### src/rtl/break_sequencer_pkg.sv
// Shared types and constants for the 7-cycle break sequencer (RESET/NMI/IRQ/BRK).
// The sequence-state encoding doubles as the externally visible cycle number.
package break_sequencer_pkg;

  typedef enum logic [1:0] {
    SRC_BRK = 2'd0,
    SRC_IRQ = 2'd1,
    SRC_NMI = 2'd2,
    SRC_RES = 2'd3
  } brk_src_e;

  typedef enum logic [1:0] {
    PUSH_NONE = 2'd0,
    PUSH_PCH  = 2'd1,
    PUSH_PCL  = 2'd2,
    PUSH_P    = 2'd3
  } push_sel_e;

  // Encoded so that seq_cyc can be driven straight from the state register.
  typedef enum logic [2:0] {
    ST_IDLE     = 3'd0,
    ST_DUMMY    = 3'd1,
    ST_PUSH_PCH = 3'd2,
    ST_PUSH_PCL = 3'd3,
    ST_PUSH_P   = 3'd4,
    ST_VEC_LO   = 3'd5,
    ST_VEC_HI   = 3'd6
  } seq_state_e;

  localparam logic [2:0] VEC_NMI  = 3'b010;
  localparam logic [2:0] VEC_RES  = 3'b100;
  localparam logic [2:0] VEC_IRQ  = 3'b110;
  localparam logic [2:0] SEQ_LAST = 3'd6;

  function automatic logic [2:0] vec_base(input brk_src_e s);
    case (s)
      SRC_NMI: return VEC_NMI;
      SRC_RES: return VEC_RES;
      default: return VEC_IRQ;
    endcase
  endfunction

endpackage

### src/rtl/break_sequencer_if.sv
// Pin-side requests and datapath/bus-control strobes of the break sequencer.
// master = the sequencer itself, slave = the surrounding core / testbench.
interface break_sequencer_if;

  logic                         NMI_N;
  logic                         IRQ_N;
  logic                         rdy;
  logic                         t0;
  logic                         brk_op;
  logic                         i_flag;

  logic                         busy;
  logic [2:0]                   seq_cyc;
  break_sequencer_pkg::brk_src_e  src;
  logic                         wr_en;
  break_sequencer_pkg::push_sel_e push_sel;
  logic                         b_flag;
  logic                         sp_dec;
  logic [2:0]                   vec_lo;
  logic                         vec_fetch;
  logic                         set_i;
  logic                         brk_done;

  modport master (
    input  NMI_N, IRQ_N, rdy, t0, brk_op, i_flag,
    output busy, seq_cyc, src, wr_en, push_sel, b_flag, sp_dec,
           vec_lo, vec_fetch, set_i, brk_done
  );

  modport slave (
    output NMI_N, IRQ_N, rdy, t0, brk_op, i_flag,
    input  busy, seq_cyc, src, wr_en, push_sel, b_flag, sp_dec,
           vec_lo, vec_fetch, set_i, brk_done
  );

endinterface

### src/rtl/break_sequencer_nmi_edge_latch.sv
// Falling-edge detector for the NMI pin with a sticky pending flag.
// A new edge in the same cycle as a clear wins, so no NMI is ever lost.
module nmi_edge_latch (
  input  logic clk,
  input  logic rst,
  input  logic nmi_n,
  input  logic clr,
  output logic nmi_pend
);

  logic nmi_prev;
  logic nmi_fall;

  assign nmi_fall = nmi_prev & ~nmi_n;

  // prev resets high so a pin already held low after reset counts as one edge.
  always_ff @(posedge clk) begin
    if (rst) begin
      nmi_prev <= 1'b1;
      nmi_pend <= 1'b0;
    end else begin
      nmi_prev <= nmi_n;
      if (nmi_fall) begin
        nmi_pend <= 1'b1;
      end else if (clr) begin
        nmi_pend <= 1'b0;
      end
    end
  end

endmodule

### src/rtl/break_sequencer.sv
// Break sequencer: arbitrates RESET/NMI/IRQ/BRK at instruction boundaries and
// walks the dummy-read, three pushes and two vector fetches, then sets I.
module break_sequencer
  import break_sequencer_pkg::*;
#(
  parameter bit SUPPRESS_RES_WR = 1'b1,
  parameter int NMI_HIJACK_LAST = 4
) (
  input  logic              clk_1,
  input  logic              res_p,
  break_sequencer_if.master bus
);

  localparam logic [2:0] HIJACK_CYC = 3'(NMI_HIJACK_LAST);

  seq_state_e state, state_next;
  brk_src_e   src_q, src_next;
  logic       res_pend;
  logic       res_start;
  logic       nmi_pend;
  logic       nmi_clr;
  logic       irq_req;
  logic       boundary;
  logic       hijack;

  assign irq_req  = ~bus.IRQ_N & ~bus.i_flag;
  assign boundary = bus.t0 & bus.rdy;
  assign nmi_clr  = (state == ST_VEC_LO) && (src_q == SRC_NMI) && bus.rdy;
  assign hijack   = (state != ST_IDLE) && (state <= HIJACK_CYC) && nmi_pend &&
                    ((src_q == SRC_IRQ) || (src_q == SRC_BRK));

  nmi_edge_latch u_nmi (
    .clk      (clk_1),
    .rst      (res_p),
    .nmi_n    (bus.NMI_N),
    .clr      (nmi_clr),
    .nmi_pend (nmi_pend)
  );

  always_ff @(posedge clk_1) begin
    if (res_p) begin
      state    <= ST_IDLE;
      src_q    <= SRC_BRK;
      res_pend <= 1'b1;
    end else begin
      state <= state_next;
      src_q <= src_next;
      if (res_start) begin
        res_pend <= 1'b0;
      end
    end
  end

  // RESET starts unconditionally; the rest wait for a ready boundary, except a
  // mid-fetch BRK which only needs rdy because the opcode is decoded before t0.
  always_comb begin
    state_next = state;
    src_next   = src_q;
    res_start  = 1'b0;
    case (state)
      ST_IDLE: begin
        if (res_pend) begin
          state_next = ST_DUMMY;
          src_next   = SRC_RES;
          res_start  = 1'b1;
        end else if (boundary && nmi_pend) begin
          state_next = ST_DUMMY;
          src_next   = SRC_NMI;
        end else if (boundary && irq_req) begin
          state_next = ST_DUMMY;
          src_next   = SRC_IRQ;
        end else if (bus.brk_op && bus.rdy) begin
          state_next = ST_DUMMY;
          src_next   = SRC_BRK;
        end
      end
      ST_DUMMY:    if (bus.rdy) state_next = ST_PUSH_PCH;
      ST_PUSH_PCH: state_next = ST_PUSH_PCL;
      ST_PUSH_PCL: state_next = ST_PUSH_P;
      ST_PUSH_P:   state_next = ST_VEC_LO;
      ST_VEC_LO:   if (bus.rdy) state_next = ST_VEC_HI;
      ST_VEC_HI:   if (bus.rdy) state_next = ST_IDLE;
      default:     state_next = ST_IDLE;
    endcase
    if (hijack) begin
      src_next = SRC_NMI;
    end
  end

  always_comb begin
    bus.busy      = 1'b0;
    bus.seq_cyc   = 3'd0;
    bus.src       = SRC_BRK;
    bus.wr_en     = 1'b0;
    bus.push_sel  = PUSH_NONE;
    bus.b_flag    = 1'b0;
    bus.sp_dec    = 1'b0;
    bus.vec_lo    = 3'd0;
    bus.vec_fetch = 1'b0;
    bus.set_i     = 1'b0;
    bus.brk_done  = 1'b0;
    if (!res_p && (state != ST_IDLE)) begin
      bus.busy    = 1'b1;
      bus.seq_cyc = state;
      bus.src     = src_q;
      case (state)
        ST_PUSH_PCH, ST_PUSH_PCL, ST_PUSH_P: begin
          bus.sp_dec = 1'b1;
          bus.wr_en  = !((src_q == SRC_RES) && SUPPRESS_RES_WR);
        end
        ST_VEC_LO: begin
          bus.vec_lo    = vec_base(src_q);
          bus.vec_fetch = 1'b1;
        end
        ST_VEC_HI: begin
          bus.vec_lo    = vec_base(src_q) | 3'b001;
          bus.vec_fetch = 1'b1;
          bus.set_i     = bus.rdy && (state == seq_state_e'(SEQ_LAST));
          bus.brk_done  = bus.rdy;
        end
        default: ;
      endcase
      case (state)
        ST_PUSH_PCH: bus.push_sel = PUSH_PCH;
        ST_PUSH_PCL: bus.push_sel = PUSH_PCL;
        ST_PUSH_P:   bus.push_sel = PUSH_P;
        default:     bus.push_sel = PUSH_NONE;
      endcase
      bus.b_flag = (state == ST_PUSH_P) && (src_q == SRC_BRK);
    end
  end

endmodule

### src/flat_wrapper.sv
// flat-port wrapper written by rule: the top's interface ports become plain ports
module break_sequencer_flat import break_sequencer_pkg::*;
#(
  parameter bit SUPPRESS_RES_WR = 1'b1,
  parameter int NMI_HIJACK_LAST = 4
)
  (clk_1, res_p, bus_NMI_N, bus_IRQ_N, bus_rdy, bus_t0, bus_brk_op, bus_i_flag, bus_busy, bus_seq_cyc, bus_src, bus_wr_en, bus_push_sel, bus_b_flag, bus_sp_dec, bus_vec_lo, bus_vec_fetch, bus_set_i, bus_brk_done);
  break_sequencer_if bus_i ();
  input  logic clk_1;
  input  logic res_p;
  input wire logic [$bits(bus_i.NMI_N)-1:0] bus_NMI_N;
  input wire logic [$bits(bus_i.IRQ_N)-1:0] bus_IRQ_N;
  input wire logic [$bits(bus_i.rdy)-1:0] bus_rdy;
  input wire logic [$bits(bus_i.t0)-1:0] bus_t0;
  input wire logic [$bits(bus_i.brk_op)-1:0] bus_brk_op;
  input wire logic [$bits(bus_i.i_flag)-1:0] bus_i_flag;
  output wire logic [$bits(bus_i.busy)-1:0] bus_busy;
  output wire logic [$bits(bus_i.seq_cyc)-1:0] bus_seq_cyc;
  output wire logic [$bits(bus_i.src)-1:0] bus_src;
  output wire logic [$bits(bus_i.wr_en)-1:0] bus_wr_en;
  output wire logic [$bits(bus_i.push_sel)-1:0] bus_push_sel;
  output wire logic [$bits(bus_i.b_flag)-1:0] bus_b_flag;
  output wire logic [$bits(bus_i.sp_dec)-1:0] bus_sp_dec;
  output wire logic [$bits(bus_i.vec_lo)-1:0] bus_vec_lo;
  output wire logic [$bits(bus_i.vec_fetch)-1:0] bus_vec_fetch;
  output wire logic [$bits(bus_i.set_i)-1:0] bus_set_i;
  output wire logic [$bits(bus_i.brk_done)-1:0] bus_brk_done;
  assign bus_i.NMI_N = bus_NMI_N;
  assign bus_i.IRQ_N = bus_IRQ_N;
  assign bus_i.rdy = bus_rdy;
  assign bus_i.t0 = bus_t0;
  assign bus_i.brk_op = bus_brk_op;
  assign bus_i.i_flag = bus_i_flag;
  assign bus_busy = bus_i.busy;
  assign bus_seq_cyc = bus_i.seq_cyc;
  assign bus_src = bus_i.src;
  assign bus_wr_en = bus_i.wr_en;
  assign bus_push_sel = bus_i.push_sel;
  assign bus_b_flag = bus_i.b_flag;
  assign bus_sp_dec = bus_i.sp_dec;
  assign bus_vec_lo = bus_i.vec_lo;
  assign bus_vec_fetch = bus_i.vec_fetch;
  assign bus_set_i = bus_i.set_i;
  assign bus_brk_done = bus_i.brk_done;
  break_sequencer #(.SUPPRESS_RES_WR(SUPPRESS_RES_WR), .NMI_HIJACK_LAST(NMI_HIJACK_LAST)) u_core (.clk_1(clk_1), .res_p(res_p), .bus(bus_i));
endmodule
### config.mk
export PLATFORM = sky130hd
export DESIGN_NAME = break_sequencer_flat
export DESIGN_NICKNAME = d
export VERILOG_FILES = /design/src/rtl/break_sequencer_pkg.sv /design/src/rtl/break_sequencer_if.sv /design/src/rtl/break_sequencer_nmi_edge_latch.sv /design/src/rtl/break_sequencer.sv /design/src/flat_wrapper.sv
export SDC_FILE = /design/constraint.sdc
export NUM_CORES = 1
export LEC_CHECK = 0
export BUFFER_PORTS_ARGS = -buffer_cell sky130_fd_sc_hd__buf_2
export CORE_MARGIN = 4
export CORE_UTILIZATION = 46
export DETAILED_ROUTE_END_ITERATION = 12
export PLACE_DENSITY = 0.76
export SYNTH_ARGS = -nofsm -noshare
export SYNTH_HDL_FRONTEND = slang
export SYNTH_SLANG_ARGS = --single-unit
### constraint.sdc
create_clock -name clk_1 -period 2.94 [get_ports clk_1]
set_input_delay 0.588 -clock clk_1 [delete_from_list [all_inputs] [get_ports clk_1]]
set_output_delay 0.588 -clock clk_1 [all_outputs]
set_load 0.05 [all_outputs]
==> results.cfg, run 1 <==
[logic_synthesis]
synth_top_area_cell = dfxtp_1
synth_area_leaders = dfxtp_1, a21oi_1, nand2_1, ha_1, inv_1
synth_top_area_frac = 0.261
synth_area_um2 = 613
synth_common_cells = a21oi_1, dfxtp_1, nand2_1
synth_seq_cells = 8
synth_edf_count = 0
syn-num-nets = 92
synth_seq_area_share = 0.261
async_flop_share = 0
synthCells = 82
yosys.cell_types.count = 38
yosys_warnings = 0
synth_top_flop_cell = dfxtp_1
avgSynthCellArea_um2 = 7.48

[placement]
routabilityCongestion = 0.781
dp_hpwl_um = 1170
port_buffers = 24

[worst_setup_path]
r2r-end = u_core.src_q[0]
reg2reg_depth = 6
critPathMaxStageDelay_ps = 390
reg2reg_from = u_core.state[0]
path_cells = inv_1 > ha_1 > or2_2 > inv_2 > nand2_1 > a21o_1 > a21oi_2 > buf_2
crit_cells = 8
ff2ff_setup_slack_ps = 1380
cp-start-kind = flop
path_delay_family = simple AND/OR/NAND/NOR gates
worstSetupStartpoint = u_core.state[2]
path_max_fanout = 7
crit_arrival_ps = 2130
critPathCaptureType = primary output
cp_data_required_time_ps = 2350
cp-endpoint = bus_vec_lo[1]
critPathSlowestCell = or2_2
critPathBufInv = 3
crit_type = flop to primary output

[routing]
drtIter0Drc = 7
ant_nets = 0
drcViolationCount = 0
dr.pass1.iters = 4
vias = 671
wl_per_cell_um = 12.7
routed_wl_um = 1510
viasPerCell = 5.64

[sta]
tns_ps = 0
rsz0062_at_grt = no
max_freq_mhz = 368
drv_slew = 0
hold_violations = 0
worst-slew-pin-transition_ps = 374
skew_ps = 2.94
layout_min_cycle_time_ps = 2720
fin_crit_sh = 0.925
setup_viol = 0
slew_headroom = 0.750

[cts]
cts_buffers = 3
clock-sinks = 8
tritoncts = built
htreeDepth = 1
cts_resized = 0
clockRootBuffer = clkbuf_4
clkLatencyLatePin_ps = 250
clk_path_buf_depth = 2
cts_setup_buffers = 0
clk_pin_slew_ps = 50
ctsHoldBuffers = 0

[floorplan]
rows = 12
ioPinCount = 25
dieArea_mm2 = 0.00198
die_w_um = 44.5
core-area_mm2 = 0.00119
start_util = 0.517
dieHeight_um = 44.5

[run_status]
status = completed

[finish]
nets = 117
antenna_cells = 0
drive_gt1_frac = 0.419
utilization = 0.662
area_growth_pct = 28.2

[power]
cellLeakagePower_uw = 0.000382
ir_worst_vdd_mv = 0.468
p_total_uw = 665
powerDensity_mw_per_mm2 = 846

[min_path]
min_from = u_core.u_nmi.nmi_prev
hp-class = flop to flop

[grt]
grt_util_all_layers = 0.160
antenna_found_initial = 0
grt-ovfl-total = 0
grt_pass1_wl_um = 2360
grt_max_degree = 13
grt_pass1_vias = 545

[flow_run]
max-cap-violations = 0
## layer usage
| metal | part of all wire | global-route usage | vias to the layer above | routed length (um) |
|---|---|---|---|---|
| met5 | 0 | 0 | - | 0 |
| met4 | 0.016 | 0.0904 | 0 | 24 |
| met3 | 0.11 | 0.0285 | 3 | 167 |
| met2 | 0.44 | 0.238 | 36 | 666 |
| met1 | 0.43 | 0.215 | 296 | 650 |
| li1 | - | - | 336 | - |
## flip-flops by register name (all words and copies together), names as in the netlist
register / count
u_core.state: 3
u_core.res_pend: 1
u_core.u_nmi.nmi_prev: 1
u_core.src_q: 2
u_core.u_nmi.nmi_pend: 1
## report_power, final
part | internal [uW] | switching [uW] | leakage (uW)
combinational | 137 | 264 | 0.000302
sequential | 140 | 40.7 | 0.0000665
clock | 46.6 | 35.7 | 0.0000138
total | 324 | 341 | 0.000382
## how the worst min path moves through the flow
stage                             to  slack [ps]  depth (start not counted)
2_1_floorplan  u_core.u_nmi.nmi_pend         440                          2
3_3_place_gp   u_core.u_nmi.nmi_pend         450                          2
3_5_place_dp   u_core.u_nmi.nmi_pend         460                          2
4_1_cts        u_core.u_nmi.nmi_pend         470                          2
5_1_grt        u_core.u_nmi.nmi_pend         490                          2
6_report       u_core.u_nmi.nmi_pend         470                          2
## per-stage QoR
step	cells	worst slack, ps	area, um^2	hold slack [ps]
global placement	116	501	763	450
CTS	119	217	786	468
detailed placement	116	453	763	461
finish	119	220	786	465
global route	119	81.1	786	493
floorplan	82	-345	639	435
## cell families after synthesis
family,after synthesis,synth area share
compound gates,24,0.267
xor+xnor,1,0.0143
fa+ha+maj,2,0.0408
buf+inv,14,0.102
flops,8,0.261
mux,1,0.0163
simple gates,32,0.298
## area by class of cell
type	instances	area (um^2)
multi-input combinational	60	417
fill	111	400
sequential	8	160
timing repair buffer	27	143
inverter	7	26.3
clock buffer	3	22.5
tap	14	17.5
## worst min-delay path: stages, from the launching register on
cell	delay, ps
dfxtp_1	290
nand2b_1	60
a21oi_1	60
## cells in the final DEF (no fill, tap or decap), types with 2 or more instances in the layout
master / count
a21o_1: 2
a21oi_1: 6
a21oi_2: 2
and2_1: 2
buf_2: 24
buf_4: 3
clkbuf_4: 3
dfxtp_1: 8
ha_1: 2
inv_1: 6
nand2_1: 7
nand2b_1: 2
nand4_1: 3
nor2_1: 5
nor3_1: 3
o21ai_0: 2
o21bai_1: 2
or2_2: 2
(Power assumes the default switching activity.)
==> inputs of run 2 (changes only) <==
==> constraint.sdc (replaced) <==
create_clock -name clk_1 -period 3.1 [get_ports clk_1]
set_input_delay 0.62 -clock clk_1 [delete_from_list [all_inputs] [get_ports clk_1]]
set_output_delay 0.62 -clock clk_1 [all_outputs]
set_load 0.05 [all_outputs]
==> run 2 against run 1 <==
Effect of this change: via count is 1.6% lower; cell count fell by 0.84%; largest cell class unchanged; sequential cell count did not move; sequential power down 2%.
==> results.cfg, run 2 (synthesis results as in run 1) <==
[run_status]
status = completed

[placement]
port_buffers = 24
placed_area_um2 = 756
routabilityCongestion = 0.878
dp_hpwl_um = 1190

[floorplan]
rows = 12
ioPinCount = 25
die_w_um = 44.5
dieHeight_um = 44.5
core-area_mm2 = 0.00119
start_util = 0.517
dieArea_mm2 = 0.00198

[sta]
worst-slew-pin-transition_ps = 361
max_freq_mhz = 347
drv_slew = 0
rsz0062_at_grt = no
setup_viol = 0
fin_crit_sh = 0.928
skew_ps = 4.91
hold_violations = 0
layout_min_cycle_time_ps = 2880
slew_headroom = 0.756
worst_hold_slack_ps = 456

[worst_setup_path]
path_delay_family = simple AND/OR/NAND/NOR gates
crit_type = flop to primary output
path_cells = inv_1 > ha_1 > or2_2 > inv_2 > nand2_1 > a21o_1 > a21oi_2 > buf_2
cp-start-kind = flop
critPathCaptureType = primary output
cp_data_required_time_ps = 2480
reg2reg_from = u_core.state[2]
crit_arrival_ps = 2260
ff2ff_setup_slack_ps = 1560
r2r-end = u_core.state[1]
critPathMaxStageDelay_ps = 420
reg2reg_depth = 5
critPathSlowestCell = dfxtp_2
critPathBufInv = 3
path_max_fanout = 10

[min_path]
min_from = u_core.u_nmi.nmi_prev
hp-class = flop to flop
hold_end = u_core.u_nmi.nmi_pend
hold_path_depth = 2

[routing]
wl_per_cell_um = 13.2
routed_wl_um = 1560
viasPerCell = 5.59
vias = 660
drcViolationCount = 0
dr.pass1.iters = 4
drtIter0Drc = 19
ant_nets = 0

[finish]
nets = 116
layout_common_cells = buf_2, nand2_1, dfxtp_1
area_growth_pct = 27.1
design_area_um2 = 779
largest_register_ffs = 3
layout_commonest_cell = buf_2
drive_gt1_frac = 0.423
fillers = 114
largest_register = u_core.state
reg.largest.list = u_core.state (3), u_core.src_q (2)
antenna_cells = 0

[power]
p_sw_uw = 327
powerDensity_mw_per_mm2 = 812
clkPwrFrac = 0.127
p_comb_frac = 0.593
swShare = 0.517
pwr-share-seq = 0.280
intPower_uw = 306
ir_worst_vdd_mv = 0.439
cellLeakagePower_uw = 0.000377

[grt]
grt_pass1_wl_um = 2590
grt-ovfl-total = 0
grt_util_all_layers = 0.178
grt_max_degree = 13
grt_pass1_vias = 599
antenna_found_initial = 0

[cts]
cts_setup_buffers = 0
clock-sinks = 8
tritoncts = built
clk_path_buf_depth = 2
cts_buffers = 3
clk_pin_slew_ps = 60
htreeDepth = 1
ctsHoldBuffers = 0
clockRootBuffer = clkbuf_4
clkLatencyLatePin_ps = 260

[flow_run]
max-cap-violations = 0
-- run 2: changes by cell type in the layout (fill, tap and decap cells not counted), sizes merged --
cell	change
buf	-1
-- run 2: stage by stage --
step           power [uW]  worst slack, ps  utilization  cells  TNS [ps]
2_1_floorplan         470             -217            -     82      -217
3_3_place_gp          542              448        0.637    115         0
3_5_place_dp          548              366        0.637    115         0
4_1_cts               635             82.1        0.656    118         0
5_1_grt               681             56.6        0.657    118         0
6_report              633              222        0.657    118         0
-- run 2: power groups by stage --
stage | clock [uW] | sequential (uW) | combinational [uW]
final | 80.4 | 177 | 376
after global routing | 87.3 | 182 | 412
after CTS | 83.4 | 177 | 375
after detailed placement | 0 | 178 | 370
after global placement | 0 | 175 | 367
after floorplan | 0 | 152 | 318
-- run 2: worst max-delay path by stage --
stage | from | end | slack (ps) | depth (start not counted)
floorplan | u_core.state[2] | bus_wr_en | -220 | 7
global placement | u_core.state[2] | bus_vec_lo[1] | 450 | 8
detailed placement | u_core.state[2] | bus_vec_lo[2] | 370 | 8
CTS | u_core.state[2] | bus_vec_lo[2] | 80 | 8
global route | u_core.state[2] | bus_vec_lo[1] | 60 | 8
finish | u_core.state[2] | bus_vec_lo[1] | 220 | 8
-- run 2: per-layer routing --
layer	routed length (um)	track usage
met1	700	0.220
met4	40	0.108
met2	679	0.287
met3	138	0.0244
met5	0	0
-- run 2: worst min-delay path, delay by kind of cell, from the launching register on --
kind	cells	cell delay, ps
AO/OA/AOI/OAI	1	60
flip-flops	1	290
AND/OR/NAND/NOR	1	60
-- run 2: timing repair --
action                     CTS  global route
resized for setup            0             1
setup endpoints to repair    0             5
hold endpoints to repair     0             0
-- run 2: layout make-up --
| type | instances | area [um^2] | area share |
|---|---|---|---|
| Multi-Input combinational cell | 60 | 417 | 0.535 |
| Sequential cell | 8 | 161 | 0.207 |
| Timing Repair Buffer | 26 | 135 | 0.173 |
| Inverter | 7 | 26.3 | 0.0337 |
| Clock buffer | 3 | 22.5 | 0.0289 |
| Tap cell | 14 | 17.5 | 0.0225 |
==> inputs of run 3 (changes only) <==
--- a/config.mk
+++ b/config.mk
@@ -6,7 +6,6 @@
 export NUM_CORES = 1
 export LEC_CHECK = 0
 export BUFFER_PORTS_ARGS = -buffer_cell sky130_fd_sc_hd__buf_2
-export CORE_MARGIN = 4
 export CORE_UTILIZATION = 46
 export DETAILED_ROUTE_END_ITERATION = 12
 export PLACE_DENSITY = 0.76
==> run 3 against run 2 <==
Effect of this change: sequential power is 5% higher; first-iteration DRC count is 47% lower; count of clock-buffer cells in the layout stayed put; clock skew is 2.7 ps higher; die area is 25% lower; core utilization is 0.20 points higher; global-route usage is 6.1 points higher; fmax is 2.3% lower; wire length is 3.2% lower; cell count is 0.85% lower; cell area is 0.96% lower; non-clock buffer count is 1 lower; highest routed layer unchanged.
==> results.cfg, run 3 (synthesis results as in run 1) <==
[cts]
clock-sinks = 8
cts_buffers = 3
clk_pin_slew_ps = 60
cts_setup_buffers = 0
tritoncts = built
htreeDepth = 1
clockRootBuffer = clkbuf_4
clk_path_buf_depth = 2
clkLatencyLatePin_ps = 260

[flow_run]
max-cap-violations = 0

[worst_setup_path]
crit_arrival_ps = 2330
cp_data_required_time_ps = 2480
critPathBufInv = 2
crit_type = flop to primary output
cp-start-kind = flop
critPathCaptureType = primary output
critPathMaxStageDelay_ps = 480
path_delay_family = simple AND/OR/NAND/NOR gates
ff2ff_setup_slack_ps = 1490
critPathSlowestCell = dfxtp_1
path_cells = nor2_1 > ha_1 > or2_2 > inv_2 > nand2_1 > a21o_1 > a21oi_2 > buf_2
path_max_fanout = 9

[grt]
grt_max_degree = 13
antenna_found_initial = 0
grt_pass1_vias = 545
grt_pass1_wl_um = 2390
grt-ovfl-total = 0
grt_util_all_layers = 0.239

[power]
ir_worst_vdd_mv = 0.426
clkPwrFrac = 0.135
pwr-share-seq = 0.297
cellLeakagePower_uw = 0.000372
powerDensity_mw_per_mm2 = 810
p_sw_uw = 326
swShare = 0.522
intPower_uw = 299
p_comb_frac = 0.569

[sta]
worst-slew-pin-transition_ps = 358
rsz0062_at_grt = no
drv_slew = 0
fin_crit_sh = 0.951
layout_min_cycle_time_ps = 2950
setup_viol = 0
slew_headroom = 0.759
hold_violations = 0
max_freq_mhz = 339
skew_ps = 7.59

[routing]
dr.pass1.iters = 4
wl_per_cell_um = 12.9
routed_wl_um = 1510
ant_nets = 0
drcViolationCount = 0
drtIter0Drc = 10
viasPerCell = 5.57
vias = 652

[finish]
fillers = 117
largest_register_ffs = 3
ff_latch_area_um2 = 161
area_growth_pct = 25.9
nets = 115
finalNonFillerCells = 117
reg.largest.list = u_core.state (3), u_core.src_q (2)
antenna_cells = 0
drive_gt1_frac = 0.417
layout_common_cells = buf_2, nand2_1, dfxtp_1
layout_commonest_cell = buf_2
multi_input_area_um2 = 417
utilization = 0.659
largest_register = u_core.state

[floorplan]
die_w_um = 38.5
dieHeight_um = 38.5
rows = 12
start_util = 0.524
dieArea_mm2 = 0.00148
ioPinCount = 25
core-area_mm2 = 0.00117

[placement]
port_buffers = 24
routabilityCongestion = 0.899
placedCellCount = 114
dp_hpwl_um = 1120

[min_path]
hp-class = flop to flop

[run_status]
status = completed
==> run 3: cell types whose count changed in the layout (fill, tap and decap cells not counted) <==
cell   change
buf_4      -1
==> run 3: timing repair <==
item	4_1_cts	5_1_grt
hold endpoints to repair	0	0
setup endpoints to repair	0	5
hold buffers	0	0
gates resized for setup	0	1
==> run 3: power by group through the flow <==
stage	combinational, uW	sequential [uW]	clock [uW]
finish	355	185	84.3
global route	389	191	92.2
CTS	354	185	85.5
detailed placement	352	187	0
global placement	349	185	0
floorplan	318	152	0
==> run 3: worst paths after layout <==
| path | startpoint | to | cells past startpoint |
|---|---|---|---|
| hold reg to reg | u_core.u_nmi.nmi_prev | u_core.u_nmi.nmi_pend | 2 |
| setup / recovery | u_core.state[0] | bus_vec_lo[2] | 8 |
| hold / removal | u_core.u_nmi.nmi_prev | u_core.u_nmi.nmi_pend | 2 |
| setup reg to reg | u_core.state[0] | u_core.src_q[0] | 6 |
==> run 3: routing by layer <==
metal  track usage  up-vias  part of all wire
met5             0        -                 0
met4         0.103        0            0.0066
met3        0.0523        2             0.064
met2         0.371       32              0.44
met1         0.314      284              0.49
li1              -      334                 -
==> run 3: area by class of cell <==
class / count / share of cell area
Clock buffer: 3 / 0.0292
Multi-Input combinational cell: 60 / 0.540
Sequential cell: 8 / 0.209
Timing Repair Buffer: 25 / 0.165
Inverter: 7 / 0.0340
Tap cell: 14 / 0.0227
==> run 3: per-stage QoR <==
step | instance area (um^2) | hold slack (ps) | TNS [ps] | worst slack (ps) | power, uW
6_report | 772 | 463 | 0 | 153 | 625
3_5_place_dp | 748 | 461 | 0 | 341 | 539
3_3_place_gp | 748 | 458 | 0 | 438 | 533
5_1_grt | 772 | 483 | 0 | 16.6 | 672
4_1_cts | 771 | 469 | 0 | 41.2 | 624
2_1_floorplan | 639 | 435 | -217 | -217 | 470
==> run 3: tightest hold or removal path: stages (launching register included) <==
cell      delay, ps
dfxtp_1         300
nand2b_1         60
a21oi_1          60
